## src/rtl/alu_result_stage_if.sv

```systemverilog
// alu_result_stage_if: upstream operation handshake plus downstream result/flag handshake.
// Revision 1.0 - initial release.
`default_nettype none

interface alu_result_stage_if #(
  parameter int WIDTH = 16
);
  logic             in_valid;
  logic             in_ready;
  logic [WIDTH-1:0] in_a;
  logic [WIDTH-1:0] in_b;
  logic [2:0]       in_op;
  logic             out_valid;
  logic             out_ready;
  logic [WIDTH-1:0] out_result;
  logic             out_z;
  logic             out_n;
  logic             out_c;
  logic             out_v;

  modport master (
    output in_valid, in_a, in_b, in_op, out_ready,
    input  in_ready, out_valid, out_result, out_z, out_n, out_c, out_v
  );

  modport slave (
    input  in_valid, in_a, in_b, in_op, out_ready,
    output in_ready, out_valid, out_result, out_z, out_n, out_c, out_v
  );
endinterface

`default_nettype wire

```

## src/rtl/alu_result_stage.sv

```systemverilog
// alu_result_stage: selects the ALU result per op, computes Z/N/C/V, and queues it in a 2-entry skid buffer.
// Revision 1.0 - initial release.
`default_nettype none

module alu_result_stage #(
  parameter int WIDTH = 16,
  parameter int DEPTH = 2
) (
  input  logic                clk,
  input  logic                rst_n,
  alu_result_stage_if.slave   bus
);

  localparam int         c_EW   = WIDTH + 4;
  localparam logic [1:0] c_FULL = 2'(DEPTH);

  localparam logic [2:0] c_OP_AND  = 3'b000;
  localparam logic [2:0] c_OP_OR   = 3'b001;
  localparam logic [2:0] c_OP_XOR  = 3'b010;
  localparam logic [2:0] c_OP_NOR  = 3'b011;
  localparam logic [2:0] c_OP_ADD  = 3'b100;
  localparam logic [2:0] c_OP_SUB  = 3'b101;
  localparam logic [2:0] c_OP_SLT  = 3'b110;
  localparam logic [2:0] c_OP_PASS = 3'b111;

  logic [c_EW-1:0]  r_mem [2];
  logic             r_wr_ptr;
  logic             r_rd_ptr;
  logic [1:0]       r_count;
  logic [1:0]       w_count_nxt;
  logic             r_in_ready;
  logic [c_EW-1:0]  r_last;

  logic [WIDTH:0]   w_sum;
  logic [WIDTH:0]   w_diff;
  logic             w_add_v;
  logic             w_sub_v;
  logic             w_slt;
  logic [WIDTH-1:0] w_res;
  logic             w_c;
  logic             w_v;
  logic             w_z;
  logic             w_n;
  logic [c_EW-1:0]  w_entry;
  logic [c_EW-1:0]  w_head;
  logic [c_EW-1:0]  w_out;
  logic             w_has_data;
  logic             w_accept;
  logic             w_pop;

  assign w_sum   = {1'b0, bus.in_a} + {1'b0, bus.in_b};
  assign w_diff  = {1'b0, bus.in_a} + {1'b0, ~bus.in_b} + {{WIDTH{1'b0}}, 1'b1};
  assign w_add_v = (bus.in_a[WIDTH-1] == bus.in_b[WIDTH-1]) & (w_sum[WIDTH-1]  != bus.in_a[WIDTH-1]);
  assign w_sub_v = (bus.in_a[WIDTH-1] != bus.in_b[WIDTH-1]) & (w_diff[WIDTH-1] != bus.in_a[WIDTH-1]);
  // Signed less-than is the true sign of a-b: N corrected by overflow.
  assign w_slt   = w_diff[WIDTH-1] ^ w_sub_v;

  always_comb begin
    w_res = '0;
    w_c   = 1'b0;
    w_v   = 1'b0;
    case (bus.in_op)
      c_OP_AND:  w_res = bus.in_a & bus.in_b;
      c_OP_OR:   w_res = bus.in_a | bus.in_b;
      c_OP_XOR:  w_res = bus.in_a ^ bus.in_b;
      c_OP_NOR:  w_res = ~(bus.in_a | bus.in_b);
      c_OP_ADD: begin
        w_res = w_sum[WIDTH-1:0];
        w_c   = w_sum[WIDTH];
        w_v   = w_add_v;
      end
      c_OP_SUB: begin
        w_res = w_diff[WIDTH-1:0];
        w_c   = w_diff[WIDTH];
        w_v   = w_sub_v;
      end
      c_OP_SLT:  w_res = {{(WIDTH-1){1'b0}}, w_slt};
      c_OP_PASS: w_res = bus.in_b;
      default:   w_res = '0;
    endcase
  end

  assign w_z     = (w_res == '0);
  assign w_n     = w_res[WIDTH-1];
  assign w_entry = {w_res, w_z, w_n, w_c, w_v};

  assign w_has_data = (r_count != 2'd0);
  assign w_accept   = bus.in_valid & r_in_ready;
  assign w_pop      = w_has_data & bus.out_ready;

  always_comb begin
    w_count_nxt = r_count;
    case ({w_accept, w_pop})
      2'b10:   w_count_nxt = r_count + 2'd1;
      2'b01:   w_count_nxt = r_count - 2'd1;
      default: w_count_nxt = r_count;
    endcase
  end

  always_ff @(posedge clk or negedge rst_n) begin
    if (!rst_n) begin
      r_count    <= 2'd0;
      r_wr_ptr   <= 1'b0;
      r_rd_ptr   <= 1'b0;
      r_in_ready <= 1'b0;
      r_last     <= '0;
    end else begin
      r_count    <= w_count_nxt;
      r_in_ready <= (w_count_nxt < c_FULL);
      if (w_accept) r_wr_ptr <= ~r_wr_ptr;
      if (w_pop)    r_rd_ptr <= ~r_rd_ptr;
      // Track the visible head so the outputs hold their last value once empty.
      if (w_has_data) r_last <= w_head;
    end
  end

  always_ff @(posedge clk) begin
    if (w_accept) r_mem[r_wr_ptr] <= w_entry;
  end

  assign w_head = r_mem[r_rd_ptr];
  assign w_out  = w_has_data ? w_head : r_last;

  assign bus.in_ready   = r_in_ready;
  assign bus.out_valid  = w_has_data;
  assign bus.out_result = w_out[c_EW-1:4];
  assign bus.out_z      = w_out[3];
  assign bus.out_n      = w_out[2];
  assign bus.out_c      = w_out[1];
  assign bus.out_v      = w_out[0];

endmodule

`default_nettype wire

```

## src/flat_wrapper.sv

```systemverilog
// flat-port wrapper written by rule: the top's interface ports become plain ports
module alu_result_stage_flat 
#(
  parameter int WIDTH = 16,
  parameter int DEPTH = 2
)
  (clk, rst_n, bus_in_valid, bus_in_a, bus_in_b, bus_in_op, bus_out_ready, bus_in_ready, bus_out_valid, bus_out_result, bus_out_z, bus_out_n, bus_out_c, bus_out_v);
  alu_result_stage_if #(.WIDTH(WIDTH)) bus_i ();
  input  logic clk;
  input  logic rst_n;
  input wire logic [$bits(bus_i.in_valid)-1:0] bus_in_valid;
  input wire logic [$bits(bus_i.in_a)-1:0] bus_in_a;
  input wire logic [$bits(bus_i.in_b)-1:0] bus_in_b;
  input wire logic [$bits(bus_i.in_op)-1:0] bus_in_op;
  input wire logic [$bits(bus_i.out_ready)-1:0] bus_out_ready;
  output wire logic [$bits(bus_i.in_ready)-1:0] bus_in_ready;
  output wire logic [$bits(bus_i.out_valid)-1:0] bus_out_valid;
  output wire logic [$bits(bus_i.out_result)-1:0] bus_out_result;
  output wire logic [$bits(bus_i.out_z)-1:0] bus_out_z;
  output wire logic [$bits(bus_i.out_n)-1:0] bus_out_n;
  output wire logic [$bits(bus_i.out_c)-1:0] bus_out_c;
  output wire logic [$bits(bus_i.out_v)-1:0] bus_out_v;
  assign bus_i.in_valid = bus_in_valid;
  assign bus_i.in_a = bus_in_a;
  assign bus_i.in_b = bus_in_b;
  assign bus_i.in_op = bus_in_op;
  assign bus_i.out_ready = bus_out_ready;
  assign bus_in_ready = bus_i.in_ready;
  assign bus_out_valid = bus_i.out_valid;
  assign bus_out_result = bus_i.out_result;
  assign bus_out_z = bus_i.out_z;
  assign bus_out_n = bus_i.out_n;
  assign bus_out_c = bus_i.out_c;
  assign bus_out_v = bus_i.out_v;
  alu_result_stage #(.WIDTH(WIDTH), .DEPTH(DEPTH)) u_core (.clk(clk), .rst_n(rst_n), .bus(bus_i));
endmodule
```

## config.mk

```make
export PLATFORM = sky130hd
export DESIGN_NAME = alu_result_stage_flat
export DESIGN_NICKNAME = d
export VERILOG_FILES = /design/src/rtl/alu_result_stage_if.sv /design/src/rtl/alu_result_stage.sv /design/src/flat_wrapper.sv
export SDC_FILE = /design/constraint.sdc
export NUM_CORES = 1
export LEC_CHECK = 0
export ABC_AREA = 1
export CAP_MARGIN = 20
export CORE_ASPECT_RATIO = 0.6
export CORE_MARGIN = 2
export CORE_UTILIZATION = 60
export DETAILED_ROUTE_END_ITERATION = 12
export MAX_ROUTING_LAYER = met4
export PLACE_DENSITY = 0.86
export SYNTH_ARGS = -nofsm -noshare
export SYNTH_HDL_FRONTEND = slang
export SYNTH_SLANG_ARGS = --single-unit
```

## constraint.sdc

```tcl
create_clock -name clk -period 2.88 [get_ports clk]
set_clock_uncertainty 0.15 [all_clocks]
set_input_delay 0.576 -clock clk [delete_from_list [all_inputs] [get_ports clk]]
set_output_delay 0.576 -clock clk [all_outputs]
set_load 0.01 [all_outputs]
```

==> results.md, run 1 <==
Global route:
- The maximum number of pins on one net before global-route repair is 26.
- The overall fraction of global-route tracks in use is 0.764.
- The first global-routing pass estimated 54100 um of wire.
- The total grt overflow is 8.
- The via count of the first global-routing pass is 9152.

Logic synthesis:
- Sorting the synthesized cells by area gives the leading types as sky130_fd_sc_hd__edfxtp_1 (21%), sky130_fd_sc_hd__nand2_1 (14%), sky130_fd_sc_hd__ha_1 (12%).
- The biggest area contributor in the post-synthesis netlist is sky130_fd_sc_hd__edfxtp_1.
- Counting distinct cell types in the post-synthesis netlist gives 40.
- When the netlist entered floorplanning its net count stood at 869.
- After synthesis, the share of flip-flops with an asynchronous set or reset is 0.397.
- Counting every instance in the synthesized netlist gives 774.
- The netlist area before placement is 5440 um^2.
- The most instantiated flip-flop cell in the synthesis netlist is sky130_fd_sc_hd__edfxtp_1.
- After synthesis the netlist holds a flip-flop and latch count of 63.
- The synthesized design contains 38 enable-type register cells.
- The share of synthesized area in the top cell type comes to 0.210.
- Of the synthesized area, sequential elements account for 0.325.
- The Yosys step of the flow raised 0 warnings.
- After synthesis, the mean cell area works out to 7.03 um^2.

Floorplan:
- In this run the count of I/O pins placed on the die edge is 61.
- The x dimension of the die is 127 um.
- The floorplan step set the die height to 77.8 um.
- The initial utilization of the core area, before any placement, comes to 0.629.
- The floorplan has 26 rows.

Placement:
- The weighted congestion reported at the end of routability-driven placement is 1.10.
- The post-detailed-placement half-perimeter wirelength is 15400 um.
- The cell count after placement is 1064.
- The pre-CTS worst setup slack is -1360 ps.
- Buffers placed on the I/O ports in this run total 60.

Status:
- The stopping stage is global routing (5_1_grt).
- The first error in the log reads "[ERROR GRT-0116] Global routing finished with congestion. Check the congestion regions in the DRC Viewer".
- The flow did not finish.

Clock network:
- Clock tree synthesis inserted a total of 9 buffers.
- The maximum clock insertion buffer count is 2.
- In this run, post-CTS hold repair placed 0 buffers.
- Counting every sink on the clock net gives 63.
- The H-tree generated during clock tree synthesis spans 3 levels.
- The root buffer cell chosen for the clock tree is sky130_fd_sc_hd__clkbuf_16.
==> synthesized netlist by cell type, types with 4 or more instances <==
cell	n
sky130_fd_sc_hd__nand2_1	201
sky130_fd_sc_hd__inv_2	11
sky130_fd_sc_hd__buf_4	5
sky130_fd_sc_hd__nor2_1	85
sky130_fd_sc_hd__nand3_1	71
sky130_fd_sc_hd__or2_2	5
sky130_fd_sc_hd__ha_1	53
sky130_fd_sc_hd__buf_2	10
sky130_fd_sc_hd__edfxtp_1	38
sky130_fd_sc_hd__o21ai_0	18
sky130_fd_sc_hd__inv_1	104
sky130_fd_sc_hd__nand4_1	13
sky130_fd_sc_hd__a21oi_1	63
sky130_fd_sc_hd__o211ai_1	4
sky130_fd_sc_hd__a211oi_1	4
sky130_fd_sc_hd__buf_6	4
sky130_fd_sc_hd__dfrtp_1	25
sky130_fd_sc_hd__o22ai_1	5
sky130_fd_sc_hd__xor2_1	5
sky130_fd_sc_hd__nand2_2	4
sky130_fd_sc_hd__nor3_1	8
sky130_fd_sc_hd__clkbuf_1	6
==> cell families after synthesis <==
logic type / share of synthesized area
and+or+nand+nor: 0.313
buffers and inverters: 0.110
AOI/OAI and AO/OA: 0.110
DFF: 0.325
adders and majority gates: 0.133
xor gates and xnor gates: 0.00966
==> metrics by stage <==
| stage | hold slack (ps) | instance area [um^2] |
|---|---|---|
| after detailed placement | 329 | 7330 |
| after CTS | 389 | 8180 |
| after floorplan | 130 | 5660 |
| after global placement | 312 | 7330 |
==> per-layer routing <==
metal,GRT overflow,GRT usage
met5,-,-
met4,4,0.685
met3,0,0.646
met2,4,0.904
met1,0,0.756
==> what timing repair did <==
item | in CTS
pin swaps | 44
resized for setup | 169
buffers inserted | 50
setup endpoints to repair | 31
==> run 2: changes to the inputs <==
--- a/config.mk
+++ b/config.mk
@@ -7,12 +7,10 @@
 export LEC_CHECK = 0
 export ABC_AREA = 1
 export CAP_MARGIN = 20
-export CORE_ASPECT_RATIO = 0.6
 export CORE_MARGIN = 2
-export CORE_UTILIZATION = 60
+export CORE_UTILIZATION = 40
 export DETAILED_ROUTE_END_ITERATION = 12
-export MAX_ROUTING_LAYER = met4
-export PLACE_DENSITY = 0.86
+export PLACE_DENSITY_LB_ADDON = 0.15
 export SYNTH_ARGS = -nofsm -noshare
 export SYNTH_HDL_FRONTEND = slang
 export SYNTH_SLANG_ARGS = --single-unit
==> run 2 against run 1 <==
  * The flow now finishes, with violations (setup timing)
  * Synthesized area stayed put
  * Synthesized cell count stayed put
==> results.md, run 2 <==
Clock network:
- Counting along the longest clock path gives a buffer depth of 2.
- The tree is rooted in a sky130_fd_sc_hd__clkbuf_16.
- The post-CTS clock slew at the launch and capture registers of the worst setup and hold paths is 50 ps.
- The clock insertion delay at the later pin of the skew report is 330 ps.
- The sink count of the clock tree is 63.
- The cts-stage hold buffer count is 0.
- The number of buffers added by the clock tree synthesis step is 9.
- The maximum level of the CTS H-tree is 3.
- TritonCTS built the clock tree.

Critical path:
- Along the worst path, the maximum fanout reaches 3.
- Data arrives at the worst endpoint at 2920 ps.
- STA classifies the critical path startpoint as an input port.
- The type of element capturing the critical path is a register.
- The worst register-to-register path begins at u_core.r_count[0]$_DFFE_PN0N_.
- The launch point of the worst path is bus_in_a[10].
- The required time at the worst-slack endpoint is 2810 ps.
- The type of the setup path with the least slack is in2reg.

Global route:
- For this run, global-route usage on met3 was measured as 0.0278.
- In the global route stage, met2 resource usage came out at 0.460.
- The total grt overflow is 0.
- The number of antenna violations at the first check in global routing is 0.
- Across every metal layer, demand over resource in global routing totals 0.254.
- Entering global routing, the biggest net connects 26 pins.
- The via count of the first global-routing pass is 5996.
- The wire length of the first global-routing pass is 29000 um.
- The global routing stage identified its most utilized layer as met2.
- The global routing met1 resource utilization is 0.308.

Route:
- The final routed wirelength across all metal layers is 18100 um.
- The number of remaining DRC errors is 0.
- The detail route stage leaves a number of antenna-violating nets equal to 0.
- After the first detailed-routing iteration, the DRC count stood at 399.
- The average vias per placed instance is 5.05.
- The routed via count is 6018.
- In the final routed layout, each cell accounts on average for 15.2 um.
- For this run, the detailed router's first-pass iteration total came to 6.

Layout:
- The finished layout holds 1192 standard cells, fillers aside.
- Counting flops per register, the top entry is u_core.r_mem.
- The number of flip-flops under the largest register name is 38.
- In the final layout, the registers with the most flip-flops are u_core.r_mem x38, u_core.r_last x20, u_core.r_count x2.
- The layout net count is 1106.
- Leaving out fill and tap cells, the most frequent cells in the layout are sky130_fd_sc_hd__nand2_1 (193), sky130_fd_sc_hd__buf_4 (184), sky130_fd_sc_hd__nor2_1 (78).
- The number of fill cells is 1236.
- The layout overhead on the synthesized area is 53.4%.
- The final design instance area without fill is 8350 um^2.
- The diode insertion count for antenna repair is 0.
- The leading cell type in the layout, fill and taps excluded is sky130_fd_sc_hd__nand2_1.
- The layout cell share with drive strength beyond 1 is 0.342.

Status:
- The checks that failed: setup timing.
- The flow ran to the end, but the final reports show violations.

Logic synthesis:
- The biggest area contributor in the post-synthesis netlist is sky130_fd_sc_hd__edfxtp_1.
- The net count of the mapped netlist is 869.
- The share of the synthesized area in the top cell type is 0.210.
- Yosys attributes the largest share of cell area to sky130_fd_sc_hd__edfxtp_1 (21%), sky130_fd_sc_hd__nand2_1 (14%), sky130_fd_sc_hd__ha_1 (12%).
- The number of synthesized register bits is 63.
- The mean post-synth cell area is 7.03 um^2.
- In the synthesized netlist, the cells that appear most often are sky130_fd_sc_hd__nand2_1 (201), sky130_fd_sc_hd__inv_1 (104), sky130_fd_sc_hd__nor2_1 (85).
- The sequential-to-total area share from yosys stat is 0.325.
- Counting every instance in the synthesized netlist gives 774.
- The netlist area before placement is 5440 um^2.
- The number of flops mapped to enable cells by yosys is 38.
- The most used flip-flop cell after synthesis is sky130_fd_sc_hd__edfxtp_1.
- The most numerous cell in the Yosys netlist is sky130_fd_sc_hd__nand2_1.
- The async set-reset flop share out of synthesis is 0.397.
- The number of different library cells used by synthesis comes to 40.
- The warning count from the yosys run is 0.

STA:
- Setup repair after global routing could not meet its margin everywhere.
- At the pin with the least slew margin, the transition time is 438 ps.
- Headroom to the max-slew limit came out at 0.707.
- The number of pins with negative max-slew slack in the final report came to 0.
- The setup-violating endpoint count in the final report is 4.
- In the finished design, the share of the clock period the worst path needs comes to 1.04.
- Setup slack on the critical path of the routed design comes to -114 ps.
- The number of hold violations in the final report was 0.
- The top achievable clock speed is 334 MHz.
- The minimum period implied by the final worst setup slack is 2990 ps.

Floorplan:
- The effective utilization at floorplan is 0.411.
- The core area is 13200 um^2.
- The die is 121 um wide.
- The number of I/O pins is 61.
- The floorplan step defined a die boundary enclosing 14600 um^2.
- The die outline height is 121 um.
- The site row count is 42.

Placement:
- The total of buffers placed on input and output ports is 60.
- Summed over all nets, the half-perimeter wirelength after detailed placement is 14200 um.
- Once placement completed, the tool counted placed cells totaling 1138.
- The weighted congestion reported at the end of routability-driven placement is 0.888.
- The cell area after placement is 7480 um^2.

Power and ir drop:
- The largest voltage drop on the vdd net is 365 uV.
- The leakage dissipation is 4.09 nW.
- Power spread over the standard cell area amounts to 589 nW/um^2.

Hold path:
- The min-delay analysis places its worst path in the category reg2reg.
- The worst hold path begins at u_core.r_last[19]$_DFF_PN0_.

Job:
- The number of violations of the max-capacitance limit is 0.
-- run 2: cell counts after synthesis --
No cell type changed its count.
-- run 2: through the flow --
stage	TNS, ps	total power (W)	hold WS, ps	utilization	setup WS, ps
after floorplan	-406	0.00253	130	-	-174
after global placement	-16410	0.00362	315	0.565	-998
after detailed placement	-17710	0.00366	319	0.565	-1060
after CTS	-284	0.00489	333	0.620	-142
after global routing	-1150	0.00523	374	0.630	-271
final	-256	0.00491	333	0.630	-114
-- run 2: cell families (layout without fill, tap and decap cells) --
| group | count (synthesis) | count (layout) | synth area share |
|---|---|---|---|
| AO/OA/AOI/OAI | 107 | 107 | 0.110 |
| XOR/XNOR | 6 | 6 | 0.00966 |
| adder cells (fa/ha/maj) | 56 | 56 | 0.133 |
| buffers and inverters | 143 | 385 | 0.110 |
| flip-flops | 63 | 63 | 0.325 |
| AND/OR/NAND/NOR | 399 | 399 | 0.313 |
-- run 2: repair_timing --
action,4_1_cts,5_1_grt
setup endpoints to repair,22,32
pin swaps,38,29
gates resized for setup,154,57
gates cloned,0,0
buffers inserted,31,10
-- run 2: critical path, stage by stage --
cell,delay [ps]
sky130_fd_sc_hd__buf_12,100
sky130_fd_sc_hd__inv_12,30
sky130_fd_sc_hd__ha_4,250
sky130_fd_sc_hd__inv_4,60
sky130_fd_sc_hd__nand2_4,60
sky130_fd_sc_hd__nor3_4,240
sky130_fd_sc_hd__nand3_4,120
sky130_fd_sc_hd__buf_4,150
sky130_fd_sc_hd__buf_6,100
sky130_fd_sc_hd__buf_6,100
sky130_fd_sc_hd__buf_4,120
sky130_fd_sc_hd__buf_4,120
sky130_fd_sc_hd__buf_4,120
sky130_fd_sc_hd__buf_4,120
sky130_fd_sc_hd__buf_4,120
sky130_fd_sc_hd__buf_4,120
sky130_fd_sc_hd__nand4_1,60
sky130_fd_sc_hd__nand3_1,90
sky130_fd_sc_hd__nand3_2,90
sky130_fd_sc_hd__nor2_4,40
sky130_fd_sc_hd__nand3_1,80
sky130_fd_sc_hd__nor2_1,50
-- run 2: layout make-up --
class / instances / area [um^2] / share of cell area
Multi-Input combinational cell: 568 / 3510 / 0.421
Timing Repair Buffer: 251 / 2030 / 0.243
Sequential cell: 63 / 1770 / 0.212
Inverter: 118 / 502 / 0.0601
Clock buffer: 12 / 246 / 0.0295
Tap cell: 176 / 220 / 0.0264
Clock inverter: 4 / 68.8 / 0.00824
-- run 2: per-layer routing --
layer / routed length [um] / up-vias
met5: 0 / -
met3: 936 / 39
li1: - / 2977
met1: 7540 / 2791
met4: 473 / 0
met2: 9170 / 211
-- run 2: path summary, 6_finish.rpt --
check / endpoint / slack [ps] / depth (start not counted)
max: u_core.r_mem[0][3]$_DFFE_PP_ / -110 / 22
min: u_core.r_last[19]$_DFF_PN0_ / 330 / 2
max reg2reg: u_core.bus.in_ready$_DFF_PN0_ / 800 / 8
min reg2reg: u_core.r_last[19]$_DFF_PN0_ / 330 / 2
max in group asynchronous: u_core.bus.in_ready$_DFF_PN0_ / 1860 / 2
min in group asynchronous: u_core.r_last[5]$_DFF_PN0_ / 460 / 2
-- run 2: power by group --
part	switching [W]	internal, W	total [W]
sequential	0.0000979	0.00129	0.00138
clock	0.000349	0.000775	0.00112
combinational	0.00128	0.00112	0.00240
No activity file was read; power rests on OpenSTA's default activity.
